### src/rtl/decoder3to8_pulse.sv
// Registered 3-to-8 decoder: each accepted code drives one bit of y high for HOLD cycles,
// with a one-entry pending buffer so consecutive codes play back-to-back.
module decoder3to8_pulse #(
  parameter int HOLD = 4
) (
  input  logic       clk,
  input  logic       rst_n,
  input  logic       en,
  input  logic [2:0] code,
  input  logic       in_valid,
  output logic       in_ready,
  output logic [7:0] y,
  output logic       active,
  output logic       done
);

  localparam int CW = (HOLD > 1) ? $clog2(HOLD) : 1;
  localparam logic [CW-1:0] CNT_INIT = CW'(HOLD - 1);
  localparam logic [CW-1:0] CNT_ONE  = CW'(1);
  localparam logic          HOLD1    = (HOLD == 1);

  typedef enum logic {IDLE, ACTIVE} state_t;

  state_t        state;
  logic [CW-1:0] cnt;
  logic [2:0]    pend_code;
  logic          pend_valid;
  logic          accept;
  logic          last;

  assign in_ready = en && !pend_valid;
  assign accept   = in_valid && in_ready;
  assign last     = (cnt == '0);

  always_ff @(posedge clk or negedge rst_n) begin
    if (!rst_n) begin
      state      <= IDLE;
      cnt        <= '0;
      pend_code  <= '0;
      pend_valid <= 1'b0;
      y          <= '0;
      active     <= 1'b0;
      done       <= 1'b0;
    end else if (!en) begin
      // abort: drop the running pulse and any pending code, no done
      state      <= IDLE;
      cnt        <= '0;
      pend_valid <= 1'b0;
      y          <= '0;
      active     <= 1'b0;
      done       <= 1'b0;
    end else begin
      case (state)
        IDLE: begin
          done <= 1'b0;
          if (accept) begin
            state  <= ACTIVE;
            y      <= 8'b1 << code;
            active <= 1'b1;
            cnt    <= CNT_INIT;
            done   <= HOLD1;
          end
        end
        ACTIVE: begin
          if (!last) begin
            cnt  <= cnt - CNT_ONE;
            done <= (cnt == CNT_ONE);
            if (accept) begin
              pend_valid <= 1'b1;
              pend_code  <= code;
            end
          end else if (pend_valid) begin
            y          <= 8'b1 << pend_code;
            cnt        <= CNT_INIT;
            done       <= HOLD1;
            pend_valid <= 1'b0;
          end else if (accept) begin
            y    <= 8'b1 << code;
            cnt  <= CNT_INIT;
            done <= HOLD1;
          end else begin
            state  <= IDLE;
            y      <= '0;
            active <= 1'b0;
            done   <= 1'b0;
          end
        end
        default: state <= IDLE;
      endcase
    end
  end

endmodule

### config.mk
export PLATFORM = sky130hd
export DESIGN_NAME = decoder3to8_pulse
export DESIGN_NICKNAME = d
export VERILOG_FILES = /design/src/rtl/decoder3to8_pulse.sv
export SDC_FILE = /design/constraint.sdc
export NUM_CORES = 1
export LEC_CHECK = 0
export BUFFER_PORTS_ARGS = -buffer_cell sky130_fd_sc_hd__buf_2
export CAP_MARGIN = 20
export CORE_MARGIN = 1.5
export CORE_UTILIZATION = 30
export DETAILED_ROUTE_END_ITERATION = 12
export GPL_TIMING_DRIVEN = 1
export SYNTH_ARGS = -nofsm -noshare
export SYNTH_HDL_FRONTEND = slang
export SYNTH_SLANG_ARGS = --single-unit
### constraint.sdc
create_clock -name clk -period 1.8 [get_ports clk]
set_input_delay 0.27 -clock clk [delete_from_list [all_inputs] [get_ports clk]]
set_output_delay 0.27 -clock clk [all_outputs]
set_load 0.005 [all_outputs]
==> results by group, run 1 <==
Critical path
  • Crit Reg-Reg Endpoint: y[0]
  • Buffers & Inverters on Critical Path: 0
  • Worst path max stage delay: 0.54 ns
  • Worst r2r src: state
  • Crit start category: flop
  • CP Data Arrival Time: 1.70 ns
  • Length in cells of the worst reg-to-reg path: 3
  • Critical path's slowest cell: dfrtp_1
  • Largest delay share family, worst path: simple AND/OR/NAND/NOR gates
  • Crit Path Class: reg2reg
  • CP endpoint kind: flop
  • Worst Path Required: 1.97 ns
  • R2R Setup Slk: 0.27 ns
  • CP Max Fanout: 9
  • Cell Chain, Critical Path: nor3b_1 > or3_1 > a31oi_1

Routing
  • WL/cell: 13.4 um
  • Via count: 953
  • Routed met3 length: 120 um
  • ANT nets after route: 0
  • DRT Pass-1 Iters: 6
  • DR DRC count: 0
  • Vias per cell: 5.54
  • Detailed router's first-iteration violation count: 32
  • Met1 Wirelength: 1140 um
  • Met2 WL: 1030 um
  • Total length of routed wires: 2310 um
  • Top routing layer in use: met4

Placement
  • Post-DP HPWL: 1660 um
  • Routability cong.: 0.830
  • Inst Count DP: 167
  • I/O Buffers: 17
  • Setup Slack @ Placement: 0.308 ns
  • DP Area: 1170 um^2

GRT
  • Vias in the first global route: 882
  • Initial antenna violation count: 0
  • GRT Total Usage: 0.130
  • Largest net degree at the start of global routing: 20
  • Global-route wire length before repair: 4130 um
  • Global route overflow: 0

Pwr
  • Comb power frac: 0.240
  • Sequential Power Share: 0.550
  • Clk pwr share: 0.210
  • Leak: 0.506 nW
  • Power per cell area: 792 nW/um^2
  • Switching power: 308 uW
  • Worst vdd ir: 498 uV
  • Tot Pwr: 955 uW
  • Pint: 647 uW
  • Net Sw Frac: 0.322

Finish
  • Area grow syn2layout: 14.5%
  • # diodes: 0
  • Design area: 1210 um^2
  • Fin cells: 172
  • Layout cells sized above 1: 0.238
  • Fin nets: 134
  • Most frequent cells in the layout: dfrtp_1 (17), buf_2 (17), o21ai_0 (11)
  • Finished Core Util: 0.359

Timing
  • Setup violators final: 0
  • RSZ-0062 raised after global routing: false
  • Worst Tran Pin Value: 0.425 ns
  • PnR worst setup slack: 0.270 ns
  • Hold WS: 0.300 ns
  • Slew headroom: 0.716
  • Fin Clk Skew: 0.00167 ns
  • Final period util: 0.850
  • Max frequency: 654 MHz
  • Tmin final: 1.53 ns
  • Final hold vios: 0
  • Max-slew violations: 0
  • TNS Setup: 0 ns

Min path
  • Min-Delay Path Class: in2reg
  • Hold Path Depth: 2
  • Worst Hold Path EP: cnt[0]
  • Hold Startpoint: en

Floorplanning
  • Core area: 3360 um^2
  • Die width: 62.3 um
  • Die height: 62.3 um
  • Starting density of the core: 0.313
  • I/O pins: 18
  • Number of placement rows: 21
  • DIE AREA: 3880 um^2

CTS
  • CTS root buf: clkbuf_4
  • Reg clk slew, reported paths: 0.09 ns
  • Hold_buf cts: 1
  • TritonCTS clock tree: built
  • CTS Buf Count: 3
  • Setup bufs post-CTS: 0
  • Worst-skew pair later-pin latency: 0.29 ns
  • CTS max path bufs: 2
  • CTS Sinks: 17
  • Post-cts repair resize count: 0
  • Htree depth: 1

Job
  • Max_cap viols: 0

Logic synthesis
  • Syn Nets: 118
  • Post-synthesis sequential area ratio: 0.404
  • Async set-or-reset flop fraction in the synthesized netlist: 1.00
  • Synth Register Bits: 17
  • Most used DFF post-synth: dfrtp_1
  • Mapped Area: 1050 um^2
  • Synth area leaders: dfrtp_1 (40%), nor4bb_1 (5.7%), a31oi_1 (5.3%)
  • Ys Warns: 0
  • Cells after synthesis: 111
  • Synth cell types: 32
  • EDFF count, synth: 0
  • Mean Syn Cell Area: 9.49 um^2
  • Post-synth top area share: 0.404
  • Synth area leader: dfrtp_1

Status
  • Outcome: finished, final reports clean
-- power groups by stage --
| stage | clock network [mW] | logic [mW] | registers (mW) |
|---|---|---|---|
| 2_1_floorplan | 0 | 0.166 | 0.507 |
| 3_3_place_gp | 0 | 0.223 | 0.524 |
| 3_5_place_dp | 0 | 0.229 | 0.531 |
| 4_1_cts | 0.208 | 0.231 | 0.523 |
| 5_1_grt | 0.226 | 0.256 | 0.538 |
| 6_report | 0.201 | 0.229 | 0.525 |
-- worst max path at each step --
| stage | startpoint | to | slack [ns] | cells past startpoint |
|---|---|---|---|---|
| after floorplan | pend_valid | pend_code[0] | 0.43 | 4 |
| after CTS | state | y[4] | 0.29 | 3 |
| after detailed placement | state | y[4] | 0.31 | 3 |
| after global routing | state | y[3] | 0.14 | 3 |
| after global placement | pend_valid | pend_code[1] | 0.35 | 3 |
| final | state | y[0] | 0.27 | 3 |
-- layer usage --
| layer | GRT usage | vias up |
|---|---|---|
| met2 | 0.192 | 24 |
| met1 | 0.184 | 457 |
| met4 | 0.0444 | 0 |
| met3 | 0.0326 | 2 |
| li1 | - | 470 |
| met5 | 0 | - |
-- flip-flops by register name, indices dropped and copies added, names as in the netlist --
signal / flops
pend_valid: 1
cnt: 2
active: 1
state: 1
y: 8
pend_code: 3
done: 1
-- cells by family after synthesis --
| logic type | after synthesis | synth area share |
|---|---|---|
| buffers and inverters | 13 | 0.0641 |
| AOI/OAI and AO/OA | 28 | 0.162 |
| muxes | 3 | 0.0321 |
| and+or+nand+nor | 50 | 0.338 |
| DFF | 17 | 0.404 |
-- synth_stat cells (2+ instances only) --
| master | instances |
|---|---|
| nor3_1 | 3 |
| mux2_2 | 3 |
| nand2_1 | 5 |
| o21ai_0 | 11 |
| dfrtp_1 | 17 |
| a31oi_1 | 9 |
| nor4bb_1 | 6 |
| nor4_1 | 9 |
| nand3_1 | 4 |
| buf_2 | 8 |
| nor4b_1 | 4 |
| nor3b_1 | 3 |
| buf_4 | 2 |
| nor2b_1 | 2 |
| a21oi_1 | 3 |
| nor2_1 | 3 |
| and4b_1 | 4 |
-- final cells by class --
| type | instances | area [um^2] |
|---|---|---|
| fillers | 365 | 2160 |
| flip-flops and latches | 17 | 425 |
| clock buffers | 4 | 26.3 |
| well taps | 46 | 57.6 |
| inverters | 1 | 3.75 |
| multi-input cells | 81 | 561 |
| repair buffers | 23 | 133 |
Power figures use the tool's default switching activity.
==> run 2, diff against run 1 <==
--- a/config.mk
+++ b/config.mk
@@ -5,6 +5,7 @@
 export SDC_FILE = /design/constraint.sdc
 export NUM_CORES = 1
 export LEC_CHECK = 0
+export ABC_AREA = 1
 export BUFFER_PORTS_ARGS = -buffer_cell sky130_fd_sc_hd__buf_2
 export CAP_MARGIN = 20
 export CORE_MARGIN = 1.5
==> constraint.sdc (replaced) <==
create_clock -name clk -period 1.5 [get_ports clk]
set_input_delay 0.225 -clock clk [delete_from_list [all_inputs] [get_ports clk]]
set_output_delay 0.225 -clock clk [all_outputs]
set_load 0.005 [all_outputs]
==> run 2 against run 1 <==
Clock power rose by 70%. Fmax up 21%. Combinational power up 69%. Die area is 6.9% higher. First-iteration DRC count grew 150%. Synthesized area grew 7.2%. Synthesized cell count is 49% higher. Design area is 6.2% higher.
==> results by group, run 2 <==
Status
  • Outcome: finished, final reports clean (unchanged)

Placement
  • Routability cong.: 0.838 (was 0.830)
  • Post-DP HPWL: 1810 um (was 1660 um)
  • DP Area: 1230 um^2 (was 1170 um^2)
  • Setup Slack @ Placement: 0.230 ns (was 0.308 ns)
  • I/O Buffers: 17 (unchanged)

Timing
  • Final period util: 0.840 (was 0.850)
  • PnR worst setup slack: 0.241 ns (was 0.270 ns)
  • Fin Clk Skew: 0.00366 ns (was 0.00167 ns)
  • Max frequency: 794 MHz (was 654 MHz)
  • TNS Setup: 0 ns (unchanged)
  • Max-slew violations: 0 (unchanged)
  • Setup violators final: 0 (unchanged)
  • Slew headroom: 0.733 (was 0.716)
  • Tmin final: 1.26 ns (was 1.53 ns)
  • Final hold vios: 0 (unchanged)
  • RSZ-0062 raised after global routing: false (unchanged)
  • Worst Tran Pin Value: 0.401 ns (was 0.425 ns)

GRT
  • Largest net degree at the start of global routing: 19 (was 20)
  • Global-route wire length before repair: 4420 um (was 4130 um)
  • Vias in the first global route: 1,005 (was 882)
  • GRT Total Usage: 0.134 (was 0.130)
  • Initial antenna violation count: 0 (unchanged)
  • Global route overflow: 0 (unchanged)

Floorplanning
  • Core area: 3630 um^2 (was 3360 um^2)
  • Die height: 64.4 um (was 62.3 um)
  • DIE AREA: 4140 um^2 (was 3880 um^2)
  • I/O pins: 18 (unchanged)
  • Die width: 64.4 um (was 62.3 um)
  • Number of placement rows: 22 (was 21)
  • Starting density of the core: 0.311 (was 0.313)

Finish
  • # diodes: 0 (unchanged)
  • Multi-input logic area: 581 um^2 (was 561 um^2)
  • Register with the most flip-flops: y (unchanged)
  • FF/Latch Area: 425 um^2 (unchanged)
  • Fin nets: 189 (was 134)
  • Most common cell after layout, fill and taps aside: nand2_1
  • Design area: 1280 um^2 (was 1210 um^2)
  • Finished Core Util: 0.353 (was 0.359)
  • Area grow syn2layout: 13.4% (was 14.5%)
  • Most frequent cells in the layout: nand2_1 (35), nand3_1 (30), nor2_1 (29) (was dfrtp_1 (17), buf_2 (17), o21ai_0 (11))
  • Largest register FFs: 8 (unchanged)
  • Fillcell total: 425 (was 365)
  • Top flop regs: y: 8 flops, pend_code: 3 flops, cnt: 2 flops (unchanged)
  • Layout cells sized above 1: 0.166 (was 0.238)

Routing
  • Vias per cell: 4.67 (was 5.54)
  • Detailed router's first-iteration violation count: 79 (was 32)
  • Total length of routed wires: 2390 um (was 2310 um)
  • DRT Pass-1 Iters: 4 (was 6)
  • Via count: 1,070 (was 953)
  • WL/cell: 10.4 um (was 13.4 um)
  • ANT nets after route: 0 (unchanged)
  • DR DRC count: 0 (unchanged)

Logic synthesis
  • Mean Syn Cell Area: 6.85 um^2 (was 9.49 um^2)
  • Syn Nets: 172 (was 118)
  • Mapped Area: 1130 um^2 (was 1050 um^2)
  • Synth area leaders: dfrtp_1 (38%), nand3_1 (13%), nand2_1 (12%) (was dfrtp_1 (40%), nor4bb_1 (5.7%), a31oi_1 (5.3%))
  • Most used DFF post-synth: dfrtp_1 (unchanged)
  • Async set-or-reset flop fraction in the synthesized netlist: 1.00 (unchanged)
  • Synth cell count leaders: nand2_1 (35), nand3_1 (30), nor2_1 (29) (was dfrtp_1 (17), o21ai_0 (11), a31oi_1 (9), nor4_1 (9), buf_2 (8))
  • Synth area leader: dfrtp_1 (unchanged)
  • Cells after synthesis: 165 (was 111)
  • Most common cell in the netlist: nand2_1 (was dfrtp_1)
  • EDFF count, synth: 0 (unchanged)
  • Post-synth top area share: 0.377 (was 0.404)
  • Post-synthesis sequential area ratio: 0.377 (was 0.404)
  • Ys Warns: 0 (unchanged)
  • Synth Register Bits: 17 (unchanged)
  • Synth cell types: 22 (was 32)

CTS
  • CTS Buf Count: 3 (unchanged)
  • Post-cts repair resize count: 0 (unchanged)
  • Worst-skew pair later-pin latency: 0.25 ns (was 0.29 ns)
  • CTS max path bufs: 2 (unchanged)
  • TritonCTS clock tree: built (unchanged)
  • Htree depth: 1 (unchanged)
  • Hold_buf cts: 1 (unchanged)
  • Reg clk slew, reported paths: 0.06 ns (was 0.09 ns)
  • CTS root buf: clkbuf_8 (was clkbuf_4)
  • CTS Sinks: 17 (unchanged)
  • Setup bufs post-CTS: 0 (unchanged)

Critical path
  • Length in cells of the worst reg-to-reg path: 4 (was 3)
  • Crit Path Class: reg2reg (unchanged)
  • CP Data Arrival Time: 1.41 ns (was 1.70 ns)
  • CP Max Fanout: 17 (was 9)
  • Crit start category: flop (unchanged)
  • Worst Path Required: 1.65 ns (was 1.97 ns)
  • CP endpoint kind: flop (unchanged)

Pwr
  • Net Sw Frac: 0.347 (was 0.322)
  • Comb power frac: 0.287 (was 0.240)
  • Power per cell area: 1050 nW/um^2 (was 792 nW/um^2)
  • Sequential Power Share: 0.458 (was 0.550)
  • Pint: 877 uW (was 647 uW)
  • Clk pwr share: 0.255 (was 0.210)
  • Worst vdd ir: 540 uV (was 498 uV)
  • Switching power: 466 uW (was 308 uW)
  • Leak: 0.674 nW (was 0.506 nW)

Min path
  • Hold Path Depth: 3 (was 2)
  • Min-Delay Path Class: in2reg (unchanged)

Job
  • Max_cap viols: 0 (unchanged)
[run 2: cell count changes after synthesis, sizes merged, moves of 6 or more]
| cell | delta |
|---|---|
| nand2 | +33 |
| a21oi | +7 |
| nor4bb | -6 |
| inv | +15 |
| nor4 | -9 |
| a31oi | -8 |
| nor2 | +28 |
| nand3 | +28 |
[run 2: logic make-up after synthesis]
family	count (synthesis)	share of synthesized area
buf+inv	24	0.110
flops	17	0.377
compound gates	20	0.0941
simple gates	104	0.420
[run 2: power groups by stage]
stage | logic (mW) | clock network (mW) | registers (mW)
global placement | 0.384 | 0 | 0.622
finish | 0.386 | 0.342 | 0.616
detailed placement | 0.387 | 0 | 0.624
floorplan | 0.283 | 0 | 0.617
CTS | 0.390 | 0.364 | 0.616
global route | 0.456 | 0.374 | 0.634
[run 2: metrics by stage]
stage	power (mW)	hold WS [ns]	cells
6_report	1.34	0.294	229
5_1_grt	1.47	0.298	229
4_1_cts	1.37	0.282	229
3_5_place_dp	1.01	0.177	224
3_3_place_gp	1.01	0.177	224
2_1_floorplan	0.900	-0.0706	165
[run 2: worst paths after layout]
| kind | start | endpoint | slack, ns |
|---|---|---|---|
| min in group asynchronous | rst_n | y[7] | 0.43 |
| worst max register to register | state | y[0] | 0.24 |
| max in group asynchronous | rst_n | pend_valid | 0.78 |
| worst min register to register | cnt[1] | done | 0.46 |
| worst max-delay path | state | y[0] | 0.24 |
| worst min-delay path | en | cnt[0] | 0.29 |
[run 2: metal layers]
layer | part of all wire | wire length, um | GRT usage | vias to the layer above
met1 | 0.50 | 1200 | 0.175 | 483
met2 | 0.44 | 1050 | 0.214 | 20
met3 | 0.042 | 100 | 0.0335 | 7
li1 | - | - | - | 560
met4 | 0.016 | 38 | 0.0505 | 0
met5 | 0 | 0 | 0 | -
[run 2: cell type report]
type | instances | area share
inverters | 16 | 0.0469
repair buffers | 20 | 0.0859
well taps | 48 | 0.0469
flip-flops and latches | 17 | 0.332
clock buffers | 4 | 0.0352
multi-input cells | 124 | 0.453
[run 2: critical path: stages (launching register included)]
cell and delay, ns:
dfrtp_1 0.46, inv_1 0.12, nand3_2 0.28, a21oi_1 0.22, nor2_1 0.06
